[config.mk]
export PLATFORM = sky130hd
export DESIGN_NAME = sample_row_writer
export DESIGN_NICKNAME = d
export VERILOG_FILES = /design/src/rtl/sample_row_writer_pkg.sv /design/src/rtl/row_prefetch_fifo.sv /design/src/rtl/sample_row_writer.sv
export SDC_FILE = /design/constraint.sdc
export NUM_CORES = 1
export LEC_CHECK = 0
export CAP_MARGIN = 25
export CELL_PAD_IN_SITES_DETAIL_PLACEMENT = 0
export CELL_PAD_IN_SITES_GLOBAL_PLACEMENT = 2
export CORE_ASPECT_RATIO = 1.2
export CORE_MARGIN = 2
export CORE_UTILIZATION = 36
export CTS_CLUSTER_DIAMETER = 150
export CTS_CLUSTER_SIZE = 16
export DETAILED_ROUTE_END_ITERATION = 8
export PLACE_DENSITY_LB_ADDON = 0.1
export REMOVE_ABC_BUFFERS = 1
export SLEW_MARGIN = 10
export SYNTH_ARGS = -nofsm -noshare
export SYNTH_HDL_FRONTEND = slang
export SYNTH_HIERARCHICAL = 1
export SYNTH_SLANG_ARGS = --single-unit
[constraint.sdc]
create_clock -name clk -period 9.4 [get_ports clk]
set_input_delay 0.94 -clock clk [delete_from_list [all_inputs] [get_ports clk]]
set_output_delay 0.94 -clock clk [all_outputs]
set_load 0.01 [all_outputs]
[src/rtl/sample_row_writer_pkg.sv]
// Shared definitions for the flicker-fixer row writer: row geometry,
// default SDRAM burst size and the writer state encoding.
package sample_row_writer_pkg;

  localparam int ROW_WORDS         = 640;
  localparam int BURST_LEN_DEFAULT = 64;

  typedef enum logic [2:0] {
    IDLE,
    PREFETCH,
    REQ,
    STREAM,
    DONE
  } state_t;

endpackage

[src/rtl/row_prefetch_fifo.sv]
// Two-entry prefetch FIFO between the line-cache read pipeline and the
// SDRAM write stream. A push and a pop in the same cycle leave the
// occupancy unchanged, so one word per cycle can flow through it.
module row_prefetch_fifo #(
  parameter int DATA_W = 16
) (
  input  logic              clk,
  input  logic              reset_n,
  input  logic              i_push,
  input  logic [DATA_W-1:0] i_data,
  input  logic              i_pop,
  output logic [DATA_W-1:0] o_head,
  output logic [1:0]        o_count
);

  logic [DATA_W-1:0] r_mem [2];
  logic              r_wptr;
  logic              r_rptr;
  logic [1:0]        r_count;

  // Word storage; contents are only meaningful while counted as occupied.
  always_ff @(posedge clk) begin
    if (i_push) r_mem[r_wptr] <= i_data;
  end

  // Pointers and occupancy.
  always_ff @(posedge clk or negedge reset_n) begin
    if (!reset_n) begin
      r_wptr  <= 1'b0;
      r_rptr  <= 1'b0;
      r_count <= 2'd0;
    end else begin
      if (i_push) r_wptr <= ~r_wptr;
      if (i_pop)  r_rptr <= ~r_rptr;
      case ({i_push, i_pop})
        2'b10:   r_count <= r_count + 2'd1;
        2'b01:   r_count <= r_count - 2'd1;
        default: r_count <= r_count;
      endcase
    end
  end

  assign o_head  = r_mem[r_rptr];
  assign o_count = r_count;

endmodule

[src/rtl/sample_row_writer.sv]
// Copies one 640-word line-cache row into SDRAM as a sequence of write
// bursts. Requests arrive as a toggle handshake from the frame sampler;
// line-cache reads run ahead of the burst stream through a 2-entry FIFO.
// wb_req rises three clocks after the edge that accepts a request.
module sample_row_writer
  import sample_row_writer_pkg::*;
#(
  parameter int BURST_LEN = BURST_LEN_DEFAULT
) (
  input  logic        clk,
  input  logic        reset_n,
  input  logic        s_req,
  output logic        s_ack,
  input  logic        s_cache_row,
  input  logic [9:0]  s_sdram_row,
  output logic [10:0] rd_address,
  input  logic [15:0] rd_data,
  output logic        wb_req,
  input  logic        wb_gnt,
  output logic [19:0] wb_addr,
  output logic [15:0] wb_data,
  input  logic        wb_data_rd,
  output logic        row_overrun
);

  localparam logic [9:0] LP_ROW   = 10'(ROW_WORDS);
  localparam logic [9:0] LP_BURST = 10'(BURST_LEN);
  localparam logic [9:0] LP_LAST  = 10'(BURST_LEN - 1);

  state_t      r_state;
  state_t      w_next;
  logic        r_cache_row;
  logic [9:0]  r_sdram_row;
  logic [9:0]  r_rd_col;
  logic [9:0]  r_words_wr;
  logic [9:0]  r_wr_base;
  logic [9:0]  r_burst_pops;
  logic        r_inflight;
  logic        r_ack;
  logic        r_overrun;

  logic        w_accept;
  logic        w_active;
  logic        w_pop;
  logic        w_issue;
  logic        w_last_pop;
  logic [2:0]  w_occ_after;
  logic [1:0]  w_fifo_count;
  logic [15:0] w_fifo_head;

  assign w_accept   = (r_state == IDLE) && (s_req != r_ack);
  assign w_active   = (r_state == PREFETCH) || (r_state == REQ) || (r_state == STREAM);
  // A pop is only honoured inside a granted burst and never past its length.
  assign w_pop      = (r_state == STREAM) && wb_data_rd && (r_burst_pops < LP_BURST)
                      && (w_fifo_count != 2'd0);
  // Occupancy this cycle ends with: current - pop + the word arriving now.
  assign w_occ_after = {1'b0, w_fifo_count} - {2'b00, w_pop} + {2'b00, r_inflight};
  assign w_issue    = w_active && (w_occ_after < 3'd2) && (r_rd_col < LP_ROW);
  assign w_last_pop = w_pop && (r_burst_pops == LP_LAST);

  assign rd_address  = {r_cache_row, r_rd_col};
  assign wb_addr     = {r_sdram_row, r_wr_base};
  assign s_ack       = r_ack;
  assign row_overrun = r_overrun;

  row_prefetch_fifo #(
    .DATA_W (16)
  ) u_fifo (
    .clk     (clk),
    .reset_n (reset_n),
    .i_push  (r_inflight),
    .i_data  (rd_data),
    .i_pop   (w_pop),
    .o_head  (w_fifo_head),
    .o_count (w_fifo_count)
  );

  // State register; reset returns to IDLE immediately, even mid-burst.
  always_ff @(posedge clk or negedge reset_n) begin
    if (!reset_n) r_state <= IDLE;
    else          r_state <= w_next;
  end

  // Next-state decode and burst-side outputs.
  always_comb begin
    w_next  = r_state;
    wb_req  = 1'b0;
    wb_data = '0;
    case (r_state)
      IDLE:     if (w_accept) w_next = PREFETCH;
      PREFETCH: if (w_occ_after == 3'd2) w_next = REQ;
      REQ: begin
        wb_req = 1'b1;
        if (wb_gnt) w_next = STREAM;
      end
      STREAM: begin
        wb_data = w_fifo_head;
        if (w_last_pop) w_next = ((r_words_wr + 10'd1) == LP_ROW) ? DONE : REQ;
      end
      DONE:     w_next = IDLE;
      default:  w_next = IDLE;
    endcase
  end

  // Row latches, read/write counters and the read pipeline flag.
  always_ff @(posedge clk or negedge reset_n) begin
    if (!reset_n) begin
      r_cache_row  <= 1'b0;
      r_sdram_row  <= '0;
      r_rd_col     <= '0;
      r_words_wr   <= '0;
      r_wr_base    <= '0;
      r_burst_pops <= '0;
      r_inflight   <= 1'b0;
    end else begin
      r_inflight <= w_issue;
      if (w_accept) begin
        r_cache_row  <= s_cache_row;
        r_sdram_row  <= s_sdram_row;
        r_rd_col     <= '0;
        r_words_wr   <= '0;
        r_wr_base    <= '0;
        r_burst_pops <= '0;
      end else begin
        if (w_issue) r_rd_col <= r_rd_col + 10'd1;
        if (w_pop) begin
          r_words_wr <= r_words_wr + 10'd1;
          if (w_last_pop) begin
            r_burst_pops <= '0;
            r_wr_base    <= r_words_wr + 10'd1;
          end else begin
            r_burst_pops <= r_burst_pops + 10'd1;
          end
        end
      end
    end
  end

  // Handshake acknowledge and the sticky cache-row overrun flag.
  always_ff @(posedge clk or negedge reset_n) begin
    if (!reset_n) begin
      r_ack     <= 1'b0;
      r_overrun <= 1'b0;
    end else begin
      if (r_state == DONE) r_ack <= s_req;
      if ((r_state != IDLE) && (s_cache_row != r_cache_row)) r_overrun <= 1'b1;
    end
  end

endmodule

; ---- After elaboration in Yosys (flattened, before gate mapping)
; Memory sizes are Yosys's and may differ from the RTL's.
; Index checks and enable logic that the tools add are counted.
[word_totals]
reg_bits = 61
latch_bits = 0
mem_bits_rw = 32
rom_bits = 0
input_bits = 32
output_inout_bits = 50
word_cells = 81
mem_count = 1
[memory_table]
columns = name, depth, word_bits, rd, rd_clocked_by_memory_dff, write_ports, line
row1 = u_fifo.r_mem, 2, 16, 1, 0, 1, row_prefetch_fifo.sv:16  ; logic [DATA_W-1:0] r_mem [2];
[op_classes]
add_sub_neg = 7
mul = 0
div_mod_pow = 0
n_lt_le_gt_ge = 3
eq_ne = 15
n_shift = 0
muxes = 21
bitwise_logic = 2
reduce_logical = 19
[ops]
columns = op, n
row1 = $mux 10, 10
row2 = $add 10x1->10 const B, 3
row3 = $mux 16, 1
row4 = $mux 3, 5
row5 = $pmux 3 s4, 1
row6 = $eq 10x10->1 const B, 1
row7 = $eq 10x6->1 const B, 1
row8 = $lt 10x10->1 const B, 1
row9 = $lt 10x7->1 const B, 1
row10 = $reduce_bool 2->1, 5
row11 = $eq 3x2->1 const B, 3
row12 = $logic_and 1x1->1, 8
row13 = $ne 2x2->1 const B, 3
row14 = $pmux 2 s2, 1
row15 = $reduce_and 4->1, 1
row16 = $add 3x1->3, 1
row17 = $eq 3x1->1 const B, 1
row18 = $eq 3x3->1 const B, 1
row19 = $logic_not 3->1, 1
row20 = $lt 3x2->1 const B, 1
row21 = $mux 1, 3
row22 = $reduce_bool 3->1, 1
row23 = $sub 2x1->3, 1
row24 = $add 2x1->2 const B, 1
row25 = 8 further kinds, 11

; ---- Logic depth before layout (Yosys ltp)
; Gate-level depths: netlist (run 1).
[logic_depth]
word_depth = 11
ltp_mapped = 15

; ---- Cells and area by module
; Netlist (run 1), hierarchy kept.
[modules_own_cells]
columns = module, instances, cells_each, area_per_inst_um2
row1 = sample_row_writer, 1, 335, 3009.1
row2 = row_prefetch_fifo, 1, 64, 1380.1

; ---- Worst setup path after synthesis (run 1)
; No wires, ideal clock.
[synth_timing]
path_kind = input to register
from = in wb_data_rd
to = reg r_rd_col[8]
setup_time_ns = 0.140
arrival_ns = 3.535
path_slack_ns = 5.726
cell_stages = 13
n_path_buf = 2
cell_sequence = nand2b_1 -> or4_4 -> inv_1 -> buf_2 -> ha_1 -> inv_1 -> ha_1 -> fa_1 -> xnor2_1 -> nand4bb_1 -> clkbuf_1 -> o311ai_0 -> o41ai_1
[synth_via]
elab_chain_cells = 9
[synth_lines]
columns = item, line
row1 = start: declaration, sample_row_writer.sv:22  ; input logic wb_data_rd,
row2 = $logic_and 1x1->1 (2 in a row), sample_row_writer.sv:54  ; assign w_pop = (r_state == STREAM) && wb_data_rd && (r_burst_pops < LP_BURST)
row3 = $logic_and 1x1->1, sample_row_writer.sv:55  ; && (w_fifo_count != 2'd0);
row4 = net w_pop, sample_row_writer.sv:44  ; logic w_pop;
row5 = $sub 2x1->3, sample_row_writer.sv:57  ; assign w_occ_after = {1'b0, w_fifo_count} - {2'b00, w_pop} + {2'b00, r_inflight};
row6 = $add 3x1->3, sample_row_writer.sv:57
row7 = $lt 3x2->1, sample_row_writer.sv:58  ; assign w_issue = w_active && (w_occ_after < 3'd2) && (r_rd_col < LP_ROW);
row8 = $logic_and 1x1->1 (2 in a row), sample_row_writer.sv:58
row9 = $reduce_bool 2->1 (no line), --
row10 = end signal: assignment, sample_row_writer.sv:125  ; if (w_issue) r_rd_col <= r_rd_col + 10'd1;
row11 = end: declaration, sample_row_writer.sv:34  ; logic [9:0] r_rd_col;
; The timed path passes the listed nets, and every way through them passes these cells.
; A chain may end at the register's enable or synchronous reset.

; ---- Final worst setup path (run 1)
[layout_timing]
from = in wb_data_rd
to = reg r_rd_col[7]
[layout_via]
elab_chain_cells = 9
[layout_lines]
columns = item, line
row1 = $logic_and 1x1->1 (2 in a row), sample_row_writer.sv:54
row2 = $logic_and 1x1->1, sample_row_writer.sv:55
row3 = $sub 2x1->3, sample_row_writer.sv:57
row4 = $add 3x1->3, sample_row_writer.sv:57
row5 = $lt 3x2->1, sample_row_writer.sv:58
row6 = $logic_and 1x1->1 (2 in a row), sample_row_writer.sv:58
row7 = $reduce_bool 2->1 (no line), --
; No other way between the ends.

==> flow_summary_export.csv, run 1 <==
group,metric,value,unit
outcome,outcome,"completed",
grt,grt_antenna_before_repair,0,
logic_synthesis,syn_inst,399,
cells_and_area,post-route-util,0.467,
die,num_io_pins,82,
clock_tree,cts_buffers,9,
cells_and_area,final_cells,637,
sta,final-hold-violation-count,0,
sta,final.setup_skew,0.00545,ns
logic_synthesis,ys_warn_count,6,
sta,post-route-min-period,4.51,ns
logic_synthesis,ys.flop_type,"dfrtp_1",
die,start_util,0.366,
placement,place_inst,620,
detailed_routing,via_count,3134,
sta,fmaxAchievable,0.222,GHz
logic_synthesis,ys_ff_latch,93,
detailed_routing,wl_per_cell,15.4,microns
critical_path,cp-end-kind,"flip-flop",
detailed_routing,drt_first_iter_violations,93,
die,die_y,125,microns
pwr,max-vdd-ir-drop,0.111,mV
sta,relSlewSlack,0.358,
cells_and_area,syn2layout_area_growth,27.7,%
grt,use_met2,0.277,
cells_and_area,drive_above_1_share,0.0861,
critical_path,r2r-start,"r_burst_pops[8]",
logic_synthesis,ys_async_sr_fraction,0.656,
sta,rsz0062_at_grt,"no",
logic_synthesis,synth_top_family_by_area,"simple AND/OR/NAND/NOR gates",
clock_tree,post_cts_resized,0,
flow_run,drv_cap,0,
detailed_routing,drc_errors,0,
critical_path,worstPathMaxFanout,15,
grt,grt_max_degree,62,
pwr,leakage,2.29,nW
grt,gr-usage-met1,0.194,
critical_path,criticalPathCategory,"in2reg",
sta,fin_setup_tns,0,ns
logic_synthesis,synthAdderAreaFrac,0.0217,
detailed_routing,ant_nets,0,
grt,grt_pass1_wl,16500,microns
critical_path,r2r_cells,11,
grt,track_usage,0.158,
die,die_w,105,microns
logic_synthesis,synth_edf_count,32,
pwr,power.density,283,nW/um^2
worst_hold_path,hp-class,"reg2reg",
critical_path,rr_endpoint,"r_rd_col[7]",
critical_path,cp.arrival,4.77,ns
placement,portBuffers,81,
die,core,12000,sq um
clock_tree,cts_tree,"built",
cells_and_area,mostFrequentLayoutCells,"clkdlybuf4s50_1, dfrtp_1, nand2_1, edfxtp_1, a21oi_1",
grt,gr-usage-met3,0.0297,
critical_path,required,9.66,ns
logic_synthesis,muxShareOfSynthArea,0.0582,
placement,dp.final_hpwl,6740,microns
logic_synthesis,syn_area,4390,sq um
logic_synthesis,yosysSeqAreaShare,0.567,
detailed_routing,vias_per_cell,4.92,
critical_path,r2r_slack,5.23,ns
logic_synthesis,synth_area_per_cell,11.0,sq um
logic_synthesis,synth_compound_area_frac,0.0949,
clock_tree,postCtsHoldBufs,0,
clock_tree,clock_sink_count,93,
placement,place.gp.congestion,0.769,
grt,grt_pass1_vias,3192,
sta,worst_slew_pin_slew,0.955,ns
sta,setup_viol_count_final,0,
critical_path,critPathLaunchType,"primary input",
clock_tree,insertion_delay,0.34,ns
detailed_routing,firstDrtPassIters,6,
cells_and_area,antenna_cells,0,
die,rows,44,
clock_tree,cts_root_buf,"clkbuf_16",
sta,slew_violations,0,
grt,top_usage_layer,"met2",
sta,post-route-period-util,0.480,
clock_tree,htree_levels,3,
clock_tree,path_clk_slew,0.06,ns
critical_path,crit_path_start,"wb_data_rd",
critical_path,worstSetupEndpoint,"r_rd_col[7]",
grt,grt-ovfl-total,0,
clock_tree,postCtsSetupBuffers,0,
clock_tree,ctsLongestPathBuffers,2,
cells_and_area,fin_nets,510,
logic_synthesis,yosys.area_share.simple,0.181,
cells_and_area,layout_commonest_cell,"clkdlybuf4s50_1",
logic_synthesis,synth.distinct_cells,49,
logic_synthesis,synth_xor_area_frac,0.0379,
detailed_routing,wirelength,9820,microns
die,die_area,13100,sq um
## worst max-delay path: stages
cell	delay [ns]
clkdlybuf4s50_1	0.45
nand2b_1	0.09
or4_4	0.59
inv_1	0.44
ha_1	0.32
inv_1	0.06
ha_1	0.15
fa_1	0.45
nor2_1	0.11
nand4bb_1	0.39
or4_1	0.62
a21oi_1	0.15
## cell families after synthesis
logic type | after synthesis
AND/OR/NAND/NOR | 154
flip-flops | 93
AO/OA/AOI/OAI | 69
buffers and inverters | 37
multiplexers | 20
XOR/XNOR | 19
adder cells (fa/ha/maj) | 7
## flip-flops by register name, summed over array words and instances (netlist names), 2 cells and up
signal,flops
r_state,3
u_fifo/o_count,2
r_wr_base,10
r_sdram_row,10
u_fifo/r_mem,32
r_burst_pops,10
r_rd_col,10
r_words_wr,10
## cells in the mapped netlist (6+ instances only)
cell type,n,area [sq um]
dfrtp_1,61,1530
nand2_1,57,214
edfxtp_1,32,961
a21oi_1,30,150
and2_1,21,131
o21ai_0,17,85.1
clkbuf_1,15,56.3
nand3_1,14,70.1
inv_1,13,48.8
nor2_1,13,48.8
xnor2_1,12,105
or3_1,11,68.8
mux2_4,9,135
mux2_2,8,90.1
and3_1,7,43.8
nand4_1,7,43.8
xor2_1,7,61.3
ha_1,6,75.1
## cell type report
type | count | area (sq um)
Fill cell | 1157 | 6400
Sequential cell | 93 | 2490
Multi-Input combinational cell | 269 | 1740
Timing Repair Buffer | 85 | 836
Clock buffer | 10 | 229
Tap cell | 161 | 201
Clock inverter | 6 | 65.1
Inverter | 13 | 48.8
## layer usage
layer	routed length, microns	part of all wire
met3	314	0.032
met1	4330	0.44
met4	113	0.012
met5	0	0
met2	5060	0.52
## worst min path at each step
stage                         startpoint             end  slack (ns)  cells after the start
final                     r_sdram_row[6]  r_sdram_row[6]        0.47                      2
after global routing      r_sdram_row[2]  r_sdram_row[2]        0.49                      2
after CTS                 r_sdram_row[8]  r_sdram_row[8]        0.48                      2
after detailed placement  r_sdram_row[8]  r_sdram_row[8]        0.47                      2
after global placement    r_sdram_row[4]  r_sdram_row[4]        0.46                      2
after floorplan            u_fifo/r_wptr   u_fifo/r_wptr        0.45                      1
## report_power, final
group	switching (mW)	internal [mW]
registers	0.103	0.525
clock network	0.150	0.206
logic	0.283	0.317
total	0.536	1.05
## through the flow
step	worst slack [ns]	hold WS (ns)	total power [mW]	cell area [sq um]
after floorplan	5.49	0.454	0.963	4270
after global placement	4.64	0.458	1.23	5300
after detailed placement	4.55	0.466	1.24	5300
after CTS	4.90	0.482	1.60	5600
after global routing	4.64	0.491	1.69	5600
final	4.89	0.474	1.58	5600
(Power assumes the default switching activity.)
==> run 2: changes to the inputs <==
Settings changed: CORE_UTILIZATION 36 to 30.
Clock period 9.4 ns to 4 ns, I/O delays scaled along.
==> flow_summary_export.csv, run 2 (synthesized netlist as in run 1, its figures left out) <==
group,metric,value,unit
cells_and_area,drive_above_1_share,0.0975,
sta,rsz0062_at_grt,"no",
placement,place.gp.congestion,0.727,
detailed_routing,drt_first_iter_violations,149,
clock_tree,clock_sink_count,93,
sta,hold-worst-slack,0.145,ns
worst_hold_path,hp-class,"in2async",
sta,post-route-min-period,3.41,ns
detailed_routing,wl_met1,4820,microns
critical_path,criticalPathCategory,"reg2reg",
critical_path,cp_num_buf_inv,3,
clock_tree,cts_root_buf,"clkbuf_16",
die,core,14400,sq um
critical_path,max_stage_delay,0.62,ns
critical_path,cp.arrival,3.68,ns
grt,grt-ovfl-total,0,
cells_and_area,mostFrequentLayoutCells,"clkdlybuf4s50_1, dfrtp_1, nand2_1, edfxtp_1, a21oi_1",
sta,fin_setup_tns,0,ns
placement,dp.final_hpwl,7090,microns
clock_tree,ctsLongestPathBuffers,2,
sta,relSlewSlack,0.369,
placement,portBuffers,81,
die,rows,48,
detailed_routing,drc_errors,0,
critical_path,worstPathMaxFanout,14,
clock_tree,postCtsSetupBuffers,0,
critical_path,crit_path_cell_trace,"or3_4 -> or4_4 -> inv_1 -> ha_1 -> inv_1 -> ha_1 -> fa_1 -> xnor2_1 -> nand4bb_1 -> buf_4 -> or3_1 -> a21oi_1",
placement,dpl_cell_area,5370,sq um
die,die_y,137,microns
die,num_io_pins,82,
outcome,outcome,"completed",
detailed_routing,top_layer,"met4",
critical_path,cp-end-kind,"flip-flop",
sta,slew_violations,0,
cells_and_area,regMostFlops,"u_fifo/r_mem",
grt,grt_pass1_wl,17100,microns
die,die_area,15600,sq um
clock_tree,path_clk_slew,0.07,ns
cells_and_area,largest_reg_flops,32,
sta,final-hold-violation-count,0,
detailed_routing,wl_per_cell,15.9,microns
grt,grt_pass1_vias,3249,
die,start_util,0.306,
grt,track_usage,0.142,
cells_and_area,antenna_cells,0,
detailed_routing,ant_nets,0,
detailed_routing,dr_wl_met2,5210,microns
flow_run,drv_cap,0,
clock_tree,cts_tree,"built",
sta,setup_ws,0.591,ns
grt,grt_max_degree,36,
pwr,power.density,668,nW/um^2
cells_and_area,post-route-util,0.396,
cells_and_area,fin_area,5680,sq um
sta,final.setup_skew,0.0106,ns
cells_and_area,fin_nets,516,
cells_and_area,layout_commonest_cell,"clkdlybuf4s50_1",
pwr,max-vdd-ir-drop,0.208,mV
critical_path,cp_top_family,"simple AND/OR/NAND/NOR gates",
detailed_routing,wl_met3,253,microns
critical_path,cp_slowest_cell,"or4_4",
critical_path,critPathLaunchType,"flip-flop",
clock_tree,post_cts_resized,0,
placement,pre_cts_ws,0.405,ns
sta,fmaxAchievable,0.293,GHz
pwr,leakage,2.32,nW
sta,post-route-period-util,0.852,
sta,setup_viol_count_final,0,
cells_and_area,nFillCells,1437,
sta,worst_slew_pin_slew,0.946,ns
cells_and_area,syn2layout_area_growth,29.4,%
die,die_w,114,microns
detailed_routing,firstDrtPassIters,4,
clock_tree,cts_buffers,9,
detailed_routing,vias_per_cell,4.90,
detailed_routing,wirelength,10500,microns
grt,grt_antenna_before_repair,0,
clock_tree,htree_levels,3,
clock_tree,insertion_delay,0.35,ns
detailed_routing,via_count,3218,
clock_tree,postCtsHoldBufs,0,
critical_path,required,4.27,ns
[run 2: area by class of cell]
type,instances,area (sq um),area share
clock buffer,9,225,0.0397
tap,175,219,0.0386
timing repair buffer,91,893,0.157
multi-input combinational,269,1730,0.304
sequential,93,2490,0.438
inverter,13,48.8,0.00859
clock inverter,7,76.3,0.0134
[run 2: report_power, final]
group          switching [mW]  internal (mW)  total (mW)
clock                   0.425          0.446       0.871
sequential              0.224           1.23        1.46
combinational           0.687          0.778        1.46
total                    1.33           2.46        3.79
[run 2: layer usage]
layer,vias up,GRT usage
li1,1567,-
met1,1587,0.186
met2,50,0.235
met3,14,0.0199
met4,0,0.0617
met5,-,0
[run 2: per-stage QoR]
stage / power (mW) / cells
3_3_place_gp: 2.94 / 640
4_1_cts: 3.85 / 656
5_1_grt: 4.08 / 657
6_report: 3.79 / 657
3_5_place_dp: 2.97 / 640
2_1_floorplan: 2.26 / 375
[run 2: worst paths after layout]
path                                  from              to  slack [ns]  cells after the start
hold / removal                     reset_n     r_rd_col[0]        0.14                      1
max in group asynchronous          reset_n   r_words_wr[4]        2.95                      2
setup / recovery           r_burst_pops[8]     r_rd_col[5]        0.59                     12
hold reg to reg             r_sdram_row[5]  r_sdram_row[5]        0.47                      2
min in group clk            r_sdram_row[5]  r_sdram_row[5]        0.47                      2
setup reg to reg           r_burst_pops[8]     r_rd_col[5]        0.59                     12
